File: config.mk
export PLATFORM = sky130hd
export DESIGN_NAME = cache_mem_arbiter
export DESIGN_NICKNAME = d
export VERILOG_FILES = /design/src/rtl/cache_mem_arbiter.sv
export SDC_FILE = /design/constraint.sdc
export NUM_CORES = 1
export LEC_CHECK = 0
export CAP_MARGIN = 20
export CORE_MARGIN = 2
export CORE_UTILIZATION = 50
export CTS_CLUSTER_DIAMETER = 120
export DETAILED_ROUTE_END_ITERATION = 10
export PLACE_DENSITY_LB_ADDON = 0.1
export SLEW_MARGIN = 20
export SYNTH_ARGS = -nofsm -noshare
export SYNTH_HDL_FRONTEND = slang
export SYNTH_SLANG_ARGS = --single-unit
File: constraint.sdc
create_clock -name CLK -period 5.3 [get_ports CLK]
set_clock_uncertainty 0.05 [all_clocks]
set_input_delay 1.06 -clock CLK [delete_from_list [all_inputs] [get_ports CLK]]
set_output_delay 1.06 -clock CLK [all_outputs]
set_load 0.005 [all_outputs]
File: src/rtl/cache_mem_arbiter.sv
// rtl/cache_mem_arbiter.sv - I/D cache main-memory arbiter; optional ARB_ROUND_ROBIN_EN selects round-robin tie-break
module cache_mem_arbiter #(
  parameter int DATA_WIDTH  = 32,
  parameter int MEM_TIMEOUT = 15,
  parameter int CNT_WIDTH   = 4
) (
  input  logic                  CLK,
  input  logic                  RST_N,
  input  logic                  IReq,
  input  logic [DATA_WIDTH-1:0] IAddr,
  input  logic                  DReq,
  input  logic                  DWB,
  input  logic [DATA_WIDTH-1:0] DAddr,
  input  logic [DATA_WIDTH-1:0] DVictimAddr,
  input  logic [DATA_WIDTH-1:0] DVictimData,
  input  logic [DATA_WIDTH-1:0] MemRD,
  input  logic                  MemReady,
  output logic                  IDone,
  output logic [DATA_WIDTH-1:0] IRD,
  output logic                  DDone,
  output logic [DATA_WIDTH-1:0] DRD,
  output logic                  MemEn,
  output logic                  MemWE,
  output logic [DATA_WIDTH-1:0] MemA,
  output logic [DATA_WIDTH-1:0] MemWD,
  output logic                  IStall,
  output logic                  DStall,
  output logic                  Busy,
  output logic                  MemErr
);

  typedef enum logic [2:0] {
    IDLE   = 3'd0,
    I_FILL = 3'd1,
    D_WB   = 3'd2,
    D_FILL = 3'd3,
    I_RESP = 3'd4,
    D_RESP = 3'd5
  } state_t;

  localparam logic [DATA_WIDTH-1:0] WORD_MASK = {{(DATA_WIDTH-2){1'b1}}, 2'b00};
  localparam logic [CNT_WIDTH-1:0]  CNT_LAST  = CNT_WIDTH'(MEM_TIMEOUT - 1);

  state_t                state_q, state_d;
  logic [CNT_WIDTH-1:0]  cnt_q, cnt_d;
  logic [DATA_WIDTH-1:0] i_addr_q, i_addr_d;
  logic [DATA_WIDTH-1:0] d_addr_q, d_addr_d;
  logic [DATA_WIDTH-1:0] vic_addr_q, vic_addr_d;
  logic [DATA_WIDTH-1:0] vic_data_q, vic_data_d;
  logic [DATA_WIDTH-1:0] ird_q, ird_d;
  logic [DATA_WIDTH-1:0] drd_q, drd_d;
  logic                  idone_q, idone_d;
  logic                  ddone_q, ddone_d;
  logic                  mem_en_q, mem_en_d;
  logic                  mem_we_q, mem_we_d;
  logic [DATA_WIDTH-1:0] mem_a_q, mem_a_d;
  logic [DATA_WIDTH-1:0] mem_wd_q, mem_wd_d;
  logic                  mem_err_q, mem_err_d;
  logic                  grant_d, grant_i;
  logic                  timed_out;
  logic                  in_mem_q, in_mem_d;

`ifdef ARB_ROUND_ROBIN_EN
  logic last_d_q, last_d_d;  // 1: D was the port served last

  // Ties go to the port not served last; the record updates on every grant
  always_comb begin
    grant_d  = DReq && (!IReq || !last_d_q);
    grant_i  = IReq && !grant_d;
    last_d_d = last_d_q;
    if (state_q == IDLE && grant_d) begin
      last_d_d = 1'b1;
    end else if (state_q == IDLE && grant_i) begin
      last_d_d = 1'b0;
    end
  end

  // Last-grant register, resets to D so the first tie goes to I
  always_ff @(posedge CLK or negedge RST_N) begin
    if (!RST_N) last_d_q <= 1'b1;
    else        last_d_q <= last_d_d;
  end
`else
  // Fixed priority: D wins every tie
  always_comb begin
    grant_d = DReq;
    grant_i = IReq && !DReq;
  end
`endif

  // Next state, phase counter, request latches and refill data capture
  always_comb begin
    state_d    = state_q;
    cnt_d      = cnt_q;
    i_addr_d   = i_addr_q;
    d_addr_d   = d_addr_q;
    vic_addr_d = vic_addr_q;
    vic_data_d = vic_data_q;
    ird_d      = ird_q;
    drd_d      = drd_q;
    mem_err_d  = mem_err_q;
    timed_out  = !MemReady && (cnt_q == CNT_LAST);

    case (state_q)
      IDLE: begin
        cnt_d = '0;
        if (grant_d) begin
          d_addr_d   = DAddr & WORD_MASK;
          vic_addr_d = DVictimAddr & WORD_MASK;
          vic_data_d = DVictimData;
          state_d    = DWB ? D_WB : D_FILL;
        end else if (grant_i) begin
          i_addr_d = IAddr & WORD_MASK;
          state_d  = I_FILL;
        end
      end
      D_WB: begin
        if (MemReady) begin
          state_d = D_FILL;
          cnt_d   = '0;
        end else if (timed_out) begin
          state_d   = D_RESP;
          drd_d     = MemRD;
          mem_err_d = 1'b1;
          cnt_d     = '0;
        end else begin
          cnt_d = cnt_q + CNT_WIDTH'(1);
        end
      end
      D_FILL: begin
        if (MemReady || timed_out) begin
          state_d = D_RESP;
          drd_d   = MemRD;
          cnt_d   = '0;
          if (!MemReady) mem_err_d = 1'b1;
        end else begin
          cnt_d = cnt_q + CNT_WIDTH'(1);
        end
      end
      I_FILL: begin
        if (MemReady || timed_out) begin
          state_d = I_RESP;
          ird_d   = MemRD;
          cnt_d   = '0;
          if (!MemReady) mem_err_d = 1'b1;
        end else begin
          cnt_d = cnt_q + CNT_WIDTH'(1);
        end
      end
      I_RESP, D_RESP: begin
        state_d = IDLE;
        cnt_d   = '0;
      end
      default: begin
        state_d = IDLE;
        cnt_d   = '0;
      end
    endcase
  end

  // Registered memory-port and Done outputs; memory outputs lag the state by one cycle
  always_comb begin
    in_mem_q = (state_q == I_FILL) || (state_q == D_WB) || (state_q == D_FILL);
    in_mem_d = (state_d == I_FILL) || (state_d == D_WB) || (state_d == D_FILL);
    idone_d  = (state_d == I_RESP);
    ddone_d  = (state_d == D_RESP);
    mem_en_d = in_mem_q && in_mem_d;
    mem_we_d = mem_en_d && (state_q == D_WB);
    mem_a_d  = '0;
    if (mem_en_d) begin
      case (state_q)
        D_WB:    mem_a_d = vic_addr_q;
        D_FILL:  mem_a_d = d_addr_q;
        I_FILL:  mem_a_d = i_addr_q;
        default: mem_a_d = '0;
      endcase
    end
    mem_wd_d = mem_we_d ? vic_data_q : '0;
  end

  // State and datapath registers, cleared asynchronously so a reset aborts silently
  always_ff @(posedge CLK or negedge RST_N) begin
    if (!RST_N) begin
      state_q    <= IDLE;
      cnt_q      <= '0;
      i_addr_q   <= '0;
      d_addr_q   <= '0;
      vic_addr_q <= '0;
      vic_data_q <= '0;
      ird_q      <= '0;
      drd_q      <= '0;
      idone_q    <= 1'b0;
      ddone_q    <= 1'b0;
      mem_en_q   <= 1'b0;
      mem_we_q   <= 1'b0;
      mem_a_q    <= '0;
      mem_wd_q   <= '0;
      mem_err_q  <= 1'b0;
    end else begin
      state_q    <= state_d;
      cnt_q      <= cnt_d;
      i_addr_q   <= i_addr_d;
      d_addr_q   <= d_addr_d;
      vic_addr_q <= vic_addr_d;
      vic_data_q <= vic_data_d;
      ird_q      <= ird_d;
      drd_q      <= drd_d;
      idone_q    <= idone_d;
      ddone_q    <= ddone_d;
      mem_en_q   <= mem_en_d;
      mem_we_q   <= mem_we_d;
      mem_a_q    <= mem_a_d;
      mem_wd_q   <= mem_wd_d;
      mem_err_q  <= mem_err_d;
    end
  end

  assign IDone  = idone_q;
  assign DDone  = ddone_q;
  assign IRD    = ird_q;
  assign DRD    = drd_q;
  assign MemEn  = mem_en_q;
  assign MemWE  = mem_we_q;
  assign MemA   = mem_a_q;
  assign MemWD  = mem_wd_q;
  assign MemErr = mem_err_q;
  assign Busy   = (state_q != IDLE);
  assign IStall = IReq & ~idone_q;
  assign DStall = DReq & ~ddone_q;

endmodule

; Word level (Yosys, flattened, before mapping)
; Cells that the tools add are included.
[totals]
register_bits = 262
input_bits = 166
output_inout_bits = 136
elab_cells = 80
[classes]
addsub = 1
n_eq_ne = 14
n_mux = 24
n_bitwise = 5
reduce_logical = 21
[ops]
columns = operator, n
row1 = $mux W32, 5
row2 = $pmux W32 S3, 1
row3 = $pmux W32 S2, 1
row4 = $mux W3, 6
row5 = $eq A3 B2 Y1 const B, 4
row6 = $mux W4, 3
row7 = $pmux W3 S4, 1
row8 = $ne A2 B2 Y1 const B, 4
row9 = $pmux W4 S2, 1
row10 = $eq A3 B1 Y1 const B, 2
row11 = $eq A3 B3 Y1 const B, 2
row12 = $logic_or A1 B1 Y1, 5
row13 = $mux W1, 5
row14 = $reduce_and A5 Y1, 1
row15 = $add A4 B1 Y4 const B, 1
row16 = $eq A4 B4 Y1 const B, 1
row17 = $logic_and A1 B1 Y1, 4
row18 = $reduce_and A2 Y1, 2
row19 = $reduce_and A4 Y1, 1
row20 = $reduce_bool A2 Y1, 2
row21 = $logic_not A3 Y1, 1
row22 = $not A1 Y1, 3
row23 = $reduce_and A3 Y1, 1
row24 = $reduce_bool A3 Y1, 1
row25 = other kinds (5), 7

; Logic depth before layout (Yosys ltp)
; Gate-level depths: netlist of the first run.
[logic_depth]
ltp_word = 11
mapped_depth = 6
mapped_depth_nobuf = 5

; Worst setup path before layout of the first run
; No wires, ideal clock.
[synth_timing]
kind = input -> output
from = input port DReq
to = output port DStall
arrival_ps = 1191
t_required_ps = 4190
setup_slack_ps = 2999
path_stages = 1
path_buffers = 0
cell_sequence = nor2b_1
[synth_between]
elab_chain_cells = 1
[synth_rtl]
columns = item, line
row1 = start: declaration, 11  ; input logic DReq,
row2 = $and A1 B1 Y1, 229  ; assign DStall = DReq & ~ddone_q;
row3 = end: declaration, 27  ; output logic DStall,
; Every way passes these cells.

; Final worst setup path of the first run
[layout_timing]
from = register state_q[0]
to = output port Busy
[layout_between]
elab_chain_cells = 1
[layout_rtl]
columns = item, line
row1 = start: declaration, 44  ; state_t state_q, state_d;
row2 = start signal: assignment, 200  ; state_q <= state_d;
row3 = $reduce_bool A3 Y1, 227  ; assign Busy = (state_q != IDLE);
row4 = end: declaration, 28  ; output logic Busy,
; Every way passes these cells.

==> results of run 1 <==
-- layer usage --
layer / up-vias / part of all wire
li1: 2837 / -
met1: 3185 / 0.41
met2: 233 / 0.49
met3: 40 / 0.077
met4: 0 / 0.023
met5: - / 0
-- worst paths after layout --
| path | start | end | slack [ns] | cells past startpoint |
|---|---|---|---|---|
| setup / recovery | state_q[0] | Busy | 1.83 | 3 |
| hold / removal | MemErr | MemErr | 0.42 | 1 |
| setup reg to reg | state_q[0] | vic_addr_q[13] | 2.42 | 4 |
| hold reg to reg | MemErr | MemErr | 0.42 | 1 |
| max in group asynchronous | RST_N | d_addr_q[22] | 3.63 | 2 |
| min in group asynchronous | RST_N | MemWD[25] | 0.45 | 1 |
-- area by class of cell --
type	count	area, um^2
clock buffers	40	807.0
fillers	1362	5982
repair buffers	304	3033
inverters	5	18.77
clock inverters	4	45.04
flip-flops and latches	260	6507
multi-input cells	345	3373
well taps	270	337.8
-- synthesized netlist by cell type --
cell type	number
dfrtp_1	260
mux2_2	183
nor2_1	34
and2_1	33
a22oi_1	30
mux2_4	29
buf_6	14
buf_2	11
clkbuf_1	9
buf_4	4
inv_1	4
mux2_1	4
nor2b_1	4
ha_1	2
nand2_1	2
nand3_1	2
nor3_2	2
o21ai_0	2
a211oi_1	1
a21o_1	1
a21oi_1	1
a311oi_1	1
a31oi_1	1
a31oi_4	1
and4b_1	1
conb_1	1
inv_2	1
nand2b_1	1
nand3b_1	1
nor3_4	1
nor3b_1	1
nor4_4	1
o21ba_2	1
or2_2	1
xnor2_1	1
xor2_1	1
-- kinds of logic after synthesis --
kind of cell    synth area share
mux                       0.2501
compound gates           0.02967
flops                     0.6402
xor+xnor                0.001724
simple gates             0.04642
other cells            0.0003690
buf+inv                  0.02906
fa+ha+maj               0.002462
-- power groups by stage --
stage / clock [mW] / combinational (mW) / sequential (mW)
2_1_floorplan: 0 / 1.68 / 3.25
3_3_place_gp: 0 / 2.82 / 3.31
3_5_place_dp: 0 / 2.91 / 3.37
4_1_cts: 1.86 / 2.92 / 3.36
5_1_grt: 1.95 / 3.11 / 3.47
6_report: 1.82 / 2.88 / 3.36
-- layout by cell type, fill, tap and decap left out, types with 2 or more instances in the layout --
| cell type | instances |
|---|---|
| nand2_1 | 2 |
| clkdlybuf4s50_1 | 292 |
| inv_1 | 4 |
| clkbuf_16 | 29 |
| ha_1 | 2 |
| clkinv_2 | 3 |
| mux2_4 | 29 |
| clkbuf_1 | 7 |
| nand3_1 | 2 |
| nor2_1 | 34 |
| clkbuf_8 | 4 |
| conb_1 | 2 |
| buf_4 | 10 |
| nor3_2 | 2 |
| mux2_2 | 183 |
| and2_1 | 32 |
| dfrtp_1 | 259 |
| nor2b_1 | 3 |
| a22oi_1 | 30 |
| mux2_1 | 4 |
-- through the flow --
stage / area (um^2) / cells / utilization
4_1_cts: 14120 / 1228 / 0.7025
2_1_floorplan: 10170 / 648 / -
3_3_place_gp: 13270 / 1184 / 0.6601
3_5_place_dp: 13270 / 1184 / 0.6601
6_report: 14120 / 1228 / 0.7025
5_1_grt: 14120 / 1228 / 0.7025
-- state kept, by name, summed over array words and instances (netlist names), 3 cells and up --
register,count
d_addr_q,30
state_q,3
vic_addr_q,30
i_addr_q,30
vic_data_q,32
IRD,32
MemA,30
MemWD,32
DRD,32
cnt_q,4
-- worst reg2reg max path: cells and delay by family (launching register included) --
family / cells / cell delay (ns)
DFF: 1 / 0.76
and+or+nand+nor: 2 / 1.17
buffers and inverters: 1 / 0.41
muxes: 1 / 0.37
==> metrics.txt, run 1 <==
Gate power share=0.358; crit path max-delay cell type=dfrtp_2; initial DRC count=241; min-delay worst type=reg2reg; Syn. warnings=0; CP arrival=2.36 ns; Total Power=8.062 mW; Sequential Power Share=0.416; Clock Sinks=260; antenna violations before repair=0; WL per Instance=19.41 um; die area=21,480 um^2; Area Growth Syn to Fin=38.97%; GR peak layer=met2; hold buffers post-CTS=0; Switch Pwr=2.238 mW; leakage power=6.071 nW; synth unique cells=36; Worst EP required=4.19 ns; Top delay family on crit path=flip-flops; Final WS setup=1.834 ns; Setup TNS Final=0 ns; critical path fanouts, max=37; CTS Buf Count=28; row count=52; Vias/cell=5.126; clock root buffer=clkbuf_16; gr ovfl total=0; n_diodes=0; FF+latch count, synth=260; pre-CTS setup slack=1.817 ns; post-CTS sizing=0; I/O pin count=302; post-route ant nets=0; Final Wtd Congestion=0.7779; register area share after synthesis=0.6402; vias in the first global route=7,183; Port Buf Inserts=293; DRC=0; met1 usage=0.2856; clk_lat worst skew=0.52 ns; Slew HR=0.3520; first-pass GRT wire length=38,720 um; unrepaired setup endpoints after global routing=no; max-slew violations=0; Final setup viols=0; Tmin final=3.466 ns; Core ar.=20,100 um^2; outcome=finished clean; Die Wd=146.6 um; Worst Setup End Kind=output port; Chip Height=146.6 um; Synth area leaders=dfrtp_1 (64%), mux2_2 (20%), mux2_4 (4.3%); crit-path cells=nor3_2, inv_1, clkdlybuf4s50_1; Crit Path Category=reg2out; WL final=23,840 um; mean post-synth cell area=15.71 um^2; CP Buf/Inv Count=2; Max IR drop VDD=0.0004264 V; startpoint types=flip-flop; Hold Fails Final Rpt=0; Clk pwr share=0.226; worst-margin pin slew=0.9720 ns; detailed placer's ending HPWL=15,880 um; Crit path largest cell delay=1.01 ns; ratio of cells with drive above 1 in the final layout=0.2850; setup bufs post-CTS=0; pwr dens=570.9 nW/um^2; Min Hold Slack=0.4174 ns; Int Pwr=5.824 mW; Global Route Usage Sum=0.2272; vias=6,295; number of max-cap violations=0; area of the mapped netlist=10,160 um^2; CTS tree=done; pin count of the biggest net entering global routing=134; Yosys top cell area share=0.6402; nets=1,112; H-tree levels=1; FMAX=0.2885 GHz; Tcrit/Tclk final=0.6540; cells after synthesis=647; initial core utilization=0.5055; DRT Pass-1 Iters=4; switch share=0.2776; leading area contributor after synthesis=dfrtp_1; CTS clk-pin slew, worst paths=0.06 ns; CTS max path bufs=3; met2 usage=0.3882; GR Util met3=0.06781
Note: power is estimated with default switching activity, not from simulation.
==> run 2, diff against run 1 <==
--- a/config.mk
+++ b/config.mk
@@ -7,7 +7,7 @@
 export LEC_CHECK = 0
 export CAP_MARGIN = 20
 export CORE_MARGIN = 2
-export CORE_UTILIZATION = 50
+export CORE_UTILIZATION = 47
 export CTS_CLUSTER_DIAMETER = 120
 export DETAILED_ROUTE_END_ITERATION = 10
 export PLACE_DENSITY_LB_ADDON = 0.1
==> constraint.sdc (replaced) <==
create_clock -name CLK -period 3.43 [get_ports CLK]
set_clock_uncertainty 0.05 [all_clocks]
set_input_delay 0.686 -clock CLK [delete_from_list [all_inputs] [get_ports CLK]]
set_output_delay 0.686 -clock CLK [all_outputs]
set_load 0.005 [all_outputs]
==> metrics.txt, run 2 (synthesized netlist as in run 1, its figures left out) <==
vias in the first global route=6,934 (-3.5%); Area Growth Syn to Fin=39.81%; Slew HR=0.6024 (+0.2504); startpoint types=input port; Worst Setup End Kind=output port; Die Wd=151.0 um (+3.1%); WL final=23,570 um (-1.2%); Global Route Usage Sum=0.2060 (-0.02119); antenna violations before repair=0 (unchanged); Switch Pwr=3.475 mW (+55%); R2R depth=5 (+1); Core ar.=21,150 um^2 (+5.2%); Vias/cell=5.039 (-1.7%); pwr dens=879.3 nW/um^2 (+54%); pin count of the biggest net entering global routing=93 (-31%); leakage power=6.102 nW (+0.50%); Int Pwr=9.017 mW (+55%); CTS max path bufs=3 (unchanged); Crit Path Category=in2out; switch share=0.2782 (+0.0005861); # fillers=1,531 (+12%); Clock Sinks=260 (unchanged); Chip Height=151.0 um (+3.1%); met1 WL=9192 um (-5.7%); Tmin final=2.686 ns; initial core utilization=0.4804 (-0.02508); Gate power share=0.361 (+0.003); FF-to-FF setup slack=1.18 ns (-1.24 ns); number of max-cap violations=0 (unchanged); register area=6507 um^2 (unchanged); Max IR drop VDD=0.0004890 V (+15%); DRC=0 (unchanged); first-pass GRT wire length=36,530 um (-5.6%); die area=22,810 um^2 (+6.2%); nets=1,115 (+0.27%); crit-path cells=clkdlybuf4s50_1, nor2b_1, clkdlybuf4s50_1; unrepaired setup endpoints after global routing=no; Tcrit/Tclk final=0.7832; Worst EP required=2.69 ns (-1.50 ns); DRT Pass-1 Iters=4 (unchanged); worst-margin pin slew=0.5964 ns (-0.3756 ns); CTS clk-pin slew, worst paths=0.06 ns (about the same); Clk pwr share=0.229 (+0.003); ratio of cells with drive above 1 in the final layout=0.2916 (+0.006655); Worst path most repeated cell=clkdlybuf4s50_1; area occupied by multi-input gates=3373 um^2 (unchanged); most frequent cells in the layout=clkdlybuf4s50_1 (292), dfrtp_1 (259), mux2_2 (183); H-tree levels=1 (unchanged); FF-to-FF End=DRD[3]; critical path fanouts, max=6 (-84%); Hold Fails Final Rpt=0 (unchanged); Setup TNS Final=0 ns (unchanged); Critical path origin=DReq; Worst setup endpoint=DStall; FMAX=0.3722 GHz; outcome=finished clean; post-CTS sizing=0 (unchanged); row count=53 (+1.9%); CTS Buf Count=28 (unchanged); CP Buf/Inv Count=2 (unchanged); Worst path depth=3 (unchanged); hold buffers post-CTS=0 (unchanged); Final setup viols=0 (unchanged); clk_lat worst skew=0.52 ns (about the same); min-delay worst type=in2async; reg-to-reg startpoint=state_q[1]; clock root buffer=clkbuf_16; Max Used Layer=met4; Top delay family on crit path=buffers and inverters; Sequential Power Share=0.410 (-0.006); CP arrival=1.95 ns (-0.41 ns); setup bufs post-CTS=0 (unchanged); I/O pin count=302 (unchanged); commonest non-fill, non-tap cell in the layout=clkdlybuf4s50_1; initial DRC count=195 (-19%); crit path max-delay cell type=clkdlybuf4s50_1; Crit path largest cell delay=0.58 ns (-0.43 ns); vias=6,264 (-0.49%); Total Power=12.49 mW (+55%); Met3 Routed Length=2264 um (+23%); WL per Instance=18.96 um (-2.3%); CTS tree=done; Port Buf Inserts=293 (unchanged); Final Wtd Congestion=0.7500 (-3.6%); detailed placer's ending HPWL=15,890 um (about the same); max-slew violations=0 (unchanged); routed wl met2=11,710 um (about the same); gr ovfl total=0 (unchanged); post-route ant nets=0 (unchanged)
run 2: power by group through the flow:
stage | Clock [mW] | Sequential, mW | Combinational [mW]
global placement | 0 | 5.07 | 4.45
floorplan | 0 | 5.02 | 2.60
detailed placement | 0 | 5.17 | 4.56
global route | 3.06 | 5.31 | 4.89
finish | 2.86 | 5.13 | 4.51
CTS | 2.93 | 5.14 | 4.59
run 2: cell type report:
cell class,count,share of cell area
sequential,260,0.4580
clock buffer,39,0.05583
clock inverter,11,0.006165
multi-input combinational,345,0.2374
antenna,1,0.0001761
timing repair buffer,307,0.2168
tap,275,0.02422
inverter,5,0.001321
run 2: how the worst min path moves through the flow:
stage                     startpoint         to  cells past startpoint
after floorplan                RST_N      DDone                      0
after global placement        MemErr     MemErr                      1
after detailed placement      MemErr     MemErr                      1
after CTS                      RST_N      MemWE                      1
after global routing           RST_N  MemWD[28]                      1
final                          RST_N      MemWE                      1
run 2: per-stage QoR:
step	setup WS [ns]	utilization	area (um^2)	cells	hold slack, ns
finish	0.7435	0.6716	14210	1243	0.06592
global route	0.6547	0.6715	14200	1242	0.08523
CTS	0.7348	0.6715	14200	1242	0.07118
detailed placement	0.7361	0.6299	13320	1192	0.4063
global placement	0.7317	0.6299	13320	1192	0.3983
floorplan	1.604	-	10170	648	0.3404
run 2: routing by layer:
metal,global-route usage,vias to the layer above
li1,-,2849
met1,0.2505,3156
met2,0.3527,229
met3,0.06898,30
met4,0.05654,0
met5,0,-
==> patch 1 (settings of run 2) <==
`CNT_WIDTH`: 4 -> 3.
--- a/src/rtl/cache_mem_arbiter.sv
+++ b/src/rtl/cache_mem_arbiter.sv
@@ -4,3 +4,3 @@
   parameter int MEM_TIMEOUT = 15,
-  parameter int CNT_WIDTH   = 4
+  parameter int CNT_WIDTH   = 3
 ) (
Function: changed (a bounded check fails within 10 cycles, from zero or initial values and one cycle with RST_N low).
==> patch 1 against run 2 <==
  * Sequential share of layout area decreased by 0.63 points
  * First-iteration DRC count increased by 44%
  * Synthesized area increased by 1.4%
  * Setup slack got worse by 0.014 ns
  * Sequential cell count decreased by 1
  * Wire length increased by 4.6%
  * Cell count increased by 0.16%
  * Total power increased by 2.6%
  * Design area increased by 1.0%
  * Sequential power increased by 0.8%
  * Via count increased by 0.21%
==> patch 1: results (changes against run 2) <==
* Status: finished, final reports clean
* DR iter-0 viols at 280 (+44%)
* Dpl cell area at 13500 µm² (+1.2%)
* Met1 usage at 25.7% (+0.62 points)
* Synth top area cells: dfrtp_1 63%, mux2_2 15%, mux2_4 12%
* Family with the most delay on the worst path: buffers and inverters
* First-pass GRT wire length at 39400 µm (+8.0%)
* H-tree levels at 1 (unchanged)
* Worst r2r src: state_q[1]
* Least-Margin Pin Slew at 0.860 ns (+0.263 ns)
* Gp weighted congestion at 0.828 (+10%)
* Largest net degree at the start of global routing at 88 (-5.4%)
* Post-DP HPWL at 16800 µm (+5.6%)
* Synth top cells by count: 259 x dfrtp_1, 134 x mux2_2, 80 x mux2_4
* Min-Delay Path Class: input pin to asynchronous set/reset pin
* Slowest library cell on the worst path: clkdlybuf4s50_1
* R2r setup slk at 1.28 ns (+0.10 ns)
* Routed WL at 24700 µm (+4.6%)
* Hold slack at 0.0994 ns (+0.0334 ns)
* R2r worst-path depth at 5 (unchanged)
* Share of the synthesized area in the top cell type at 62.9% (-1.1 points)
* Async SR Flop Fraction at 100% (unchanged)
* Vias in the first global route at 7155 (+3.2%)
* Vias at 6277 (+0.21%)
* Leak pwr at 0.00627 µW (+2.8%)
* Reg2reg end: DRD[6]
* Switching Power at 3590 µW (+3.2%)
* Main synth FF type: dfrtp_1
* Initial antenna violation count at 0 (unchanged)
* Post-CTS Repair Setup Buffers at 0 (unchanged)
* Global Route Usage Sum at 21.3% (+0.73 points)
* CTS Root Cell: clkbuf_16
* Inserted Clock Buffers at 28 (unchanged)
* CP max stage delay at 0.60 ns (+0.02 ns)
* Clock Sinks at 259 (-0.38%)
* Met2 Use GR at 36.5% (+1.2 points)
* Synth warnings at 0 (unchanged)
* Later-pin clock latency in the skew report at 0.54 ns (+0.02 ns)
* Max VDD drop at 513 µV (+4.9%)
* GRT met3 Usage at 7.02% (+0.12 points)
* Initial DRT Pass Iterations at 4 (unchanged)
* Fillers at 1557 (+1.7%)
* Resized cells post-CTS at 0 (unchanged)
* Sequential area share after synthesis at 62.9% (-1.1 points)
* Buffers added on ports at 293 (unchanged)
* Vias per inst at 5.04 (about the same)
* Clock slew at reported path FFs at 0.06 ns (about the same)
* Syn Inst Count at 643 (-0.62%)
* Pre-CTS setup slack at 0.694 ns (-0.0421 ns)
* Cells after DPL at 1194 (+0.17%)
* Diodes inserted at 0 (-1)
* NumNets Final at 1112 (-0.27%)
* Reg area at 6480 µm² (-0.38%)
* Share of layout cells above drive strength 1 at 29.3% (+0.16 points)
* Number of distinct library cells after synthesis at 35 (-2.8%)
==> patch 1: worst register-to-register path: stages (launching register included) <==
cell	delay [ns]
dfrtp_1	0.60
buf_4	0.29
nand2b_1	0.14
nor3_4	0.12
buf_4	0.42
mux2_2	0.42
==> patch 1: logic make-up after synthesis <==
| kind of cell | Yosys count | synth area share (%) |
|---|---|---|
| adders and majority gates | 2 | 0.243 |
| buffers and inverters | 42 | 2.89 |
| muxes | 217 | 26.6 |
| DFF | 259 | 62.9 |
| other | 1 | 0.0364 |
| and+or+nand+nor | 82 | 4.48 |
| xor gates and xnor gates | 1 | 0.0850 |
| AOI/OAI and AO/OA | 39 | 2.76 |
==> patch 1: worst max-delay path by stage <==
stage / startpoint / to / slack [ns] / cells past startpoint
after floorplan: MemReady / DRD[10] / 1.61 / 4
after global placement: MemReady / MemA[19] / 0.71 / 5
after detailed placement: MemReady / MemA[6] / 0.69 / 5
after CTS: DReq / DStall / 0.73 / 3
after global routing: DReq / DStall / 0.66 / 3
final: DReq / DStall / 0.73 / 3
==> patch 1: power by group through the flow <==
stage | Sequential [µW] | Clock (µW) | Combinational (µW)
after floorplan | 5040 | 0 | 2830
after global placement | 5100 | 0 | 4750
after detailed placement | 5200 | 0 | 4850
after CTS | 5180 | 2910 | 4890
after global routing | 5350 | 3030 | 5190
final | 5170 | 2830 | 4810
==> patch 1: cell type report <==
class,instances,area share [%]
tap,280,2.44
inverter,4,0.105
clock buffer,39,5.39
multi-input combinational,343,24.6
timing repair buffer,308,21.6
sequential,259,45.2
clock inverter,12,0.637
==> patch 1: metal layers <==
layer	part of all wire, %	vias up	wire length (µm)
met3	8.4	55	2060
met5	0	-	0
met2	49	226	12100
met4	3.3	0	803
met1	39	3152	9710
li1	-	2844	-
==> patch 2 (settings of run 2) <==
Without the edit above. Re-encode `state_t` (6 states) as one-hot, 6 bits wide.
--- a/src/rtl/cache_mem_arbiter.sv
+++ b/src/rtl/cache_mem_arbiter.sv
@@ -31,9 +31,9 @@
 
-  typedef enum logic [2:0] {
-    IDLE   = 3'd0,
-    I_FILL = 3'd1,
-    D_WB   = 3'd2,
-    D_FILL = 3'd3,
-    I_RESP = 3'd4,
-    D_RESP = 3'd5
+  typedef enum logic [5:0] {
+    IDLE   = 6'b000001,
+    I_FILL = 6'b000010,
+    D_WB   = 6'b000100,
+    D_FILL = 6'b001000,
+    I_RESP = 6'b010000,
+    D_RESP = 6'b100000
   } state_t;
Check against the original RTL: same outputs for any inputs over 4 cycles, from zero or initial values and one cycle with RST_N low; so few cycles prove little.
==> patch 2 against run 2 <==
  * Count of clock-buffer cells in the layout fell by 1
  * Sequential cell count rose by 3
  * Design area fell by 0.55%
  * Die area fell by 1.9%
  * Synthesized area fell by 2.0%
  * Total power fell by 11%
  * Setup slack got worse by 0.60 ns
  * Wire length rose by 4.1%
  * Clock power rose by 5%
  * Combinational power fell by 28%
  * Core utilization rose by 0.48 points
  * Register-to-register slack got worse by 0.29 ns
==> patch 2: results (changes against run 2) <==
* Status: finished, final reports clean
* DR iter-0 viols at 347 (+78%)
* Met2 Use GR at 37.7% (+2.5 points)
* Slowest library cell on the worst path: or4_4
* Diodes inserted at 0 (-1)
* Share of layout cells above drive strength 1 at 27.3% (-1.9 points)
* WL met1 at 9490 µm (+3.2%)
* Vias in the first global route at 7154 (+3.2%)
* Family with the most delay on the worst path: simple AND/OR/NAND/NOR gates
* Vias at 6458 (+3.1%)
* GRT met3 Usage at 7.29% (+0.39 points)
* Sw Share at 26.5% (-1.4 points)
* H-tree levels at 1 (unchanged)
* Initial antenna violation count at 1 (+1)
* Gp weighted congestion at 0.771 (+2.9%)
* Top Metal Used: met5
* Later-pin clock latency in the skew report at 0.54 ns (+0.02 ns)
* Adder-Cell Fraction of Synth Area at 0.251% (+0.0050 points)
* Largest net degree at the start of global routing at 88 (-5.4%)
* CP max stage delay at 0.56 ns (-0.02 ns)
* Critical Path Start: state_q[2]
* Met2 wire length at 12300 µm (+4.7%)
* Layout area overhead at 41.8%
* Sequential area share after synthesis at 66.1% (+2.1 points)
* First-pass GRT wire length at 38500 µm (+5.3%)
* Leak pwr at 0.00617 µW (+1.1%)
* Worst Path Max Fanout at 8 (+2)
* NumNets Final at 1106 (-0.81%)
* Max VDD drop at 520 µV (+6.4%)
* Share of the synthesized area in the top cell type at 65.8% (+1.8 points)
* Gate power share at 29.2% (-6.9 points)
* Synth Area in XOR/XNOR at 0.352% (+0.18 points)
* Initial DRT Pass Iterations at 5 (+1)
* Clock share of power at 27.0% (+4.1 points)
* Global Route Usage Sum at 22.1% (+1.5 points)
* Post-synthesis compound-gate area fraction at 3.97% (+1.0 points)
* Switching Power at 2950 µW (-15%)
* Fillers at 1491 (-2.6%)
* Synth top area cells: dfrtp_1 66%, mux2_2 20%, a222oi_1 3.0%
* Reg2reg end: vic_data_q[21]
* Dpl cell area at 13200 µm² (-1.1%)
* Post-DP HPWL at 16400 µm (+3.4%)
* Number of distinct library cells after synthesis at 43 (+19%)
* CTS Root Cell: clkbuf_16
==> patch 2: cell types whose count changed in the layout (fill, tap and decap cells not counted), sizes merged, moves of 3 or more <==
cell	before	now
o21ai	2	5
clkinv	7	11
a22oi	30	0
a222oi	0	30
inv	5	11
mux2	216	186
==> patch 2: stage by stage <==
step                      worst slack (ns)  util, %  hold slack, ns  std cells
after floorplan                       1.26        -           0.340        640
after detailed placement             0.397     63.1           0.404       1183
after global routing                0.0286     67.6           0.134       1235
after CTS                            0.137     67.6           0.122       1235
final                                0.148     67.6          0.0879       1235
after global placement               0.442     63.1           0.404       1183
==> patch 2: final cells by class <==
| type | instances | area [µm²] | area share, % |
|---|---|---|---|
| clock buffers | 38 | 830 | 5.87 |
| inverters | 11 | 41.3 | 0.292 |
| flip-flops and latches | 263 | 6580 | 46.6 |
| well taps | 275 | 344 | 2.44 |
| repair buffers | 307 | 3080 | 21.8 |
| clock inverters | 14 | 123 | 0.868 |
| multi-input cells | 327 | 3130 | 22.1 |
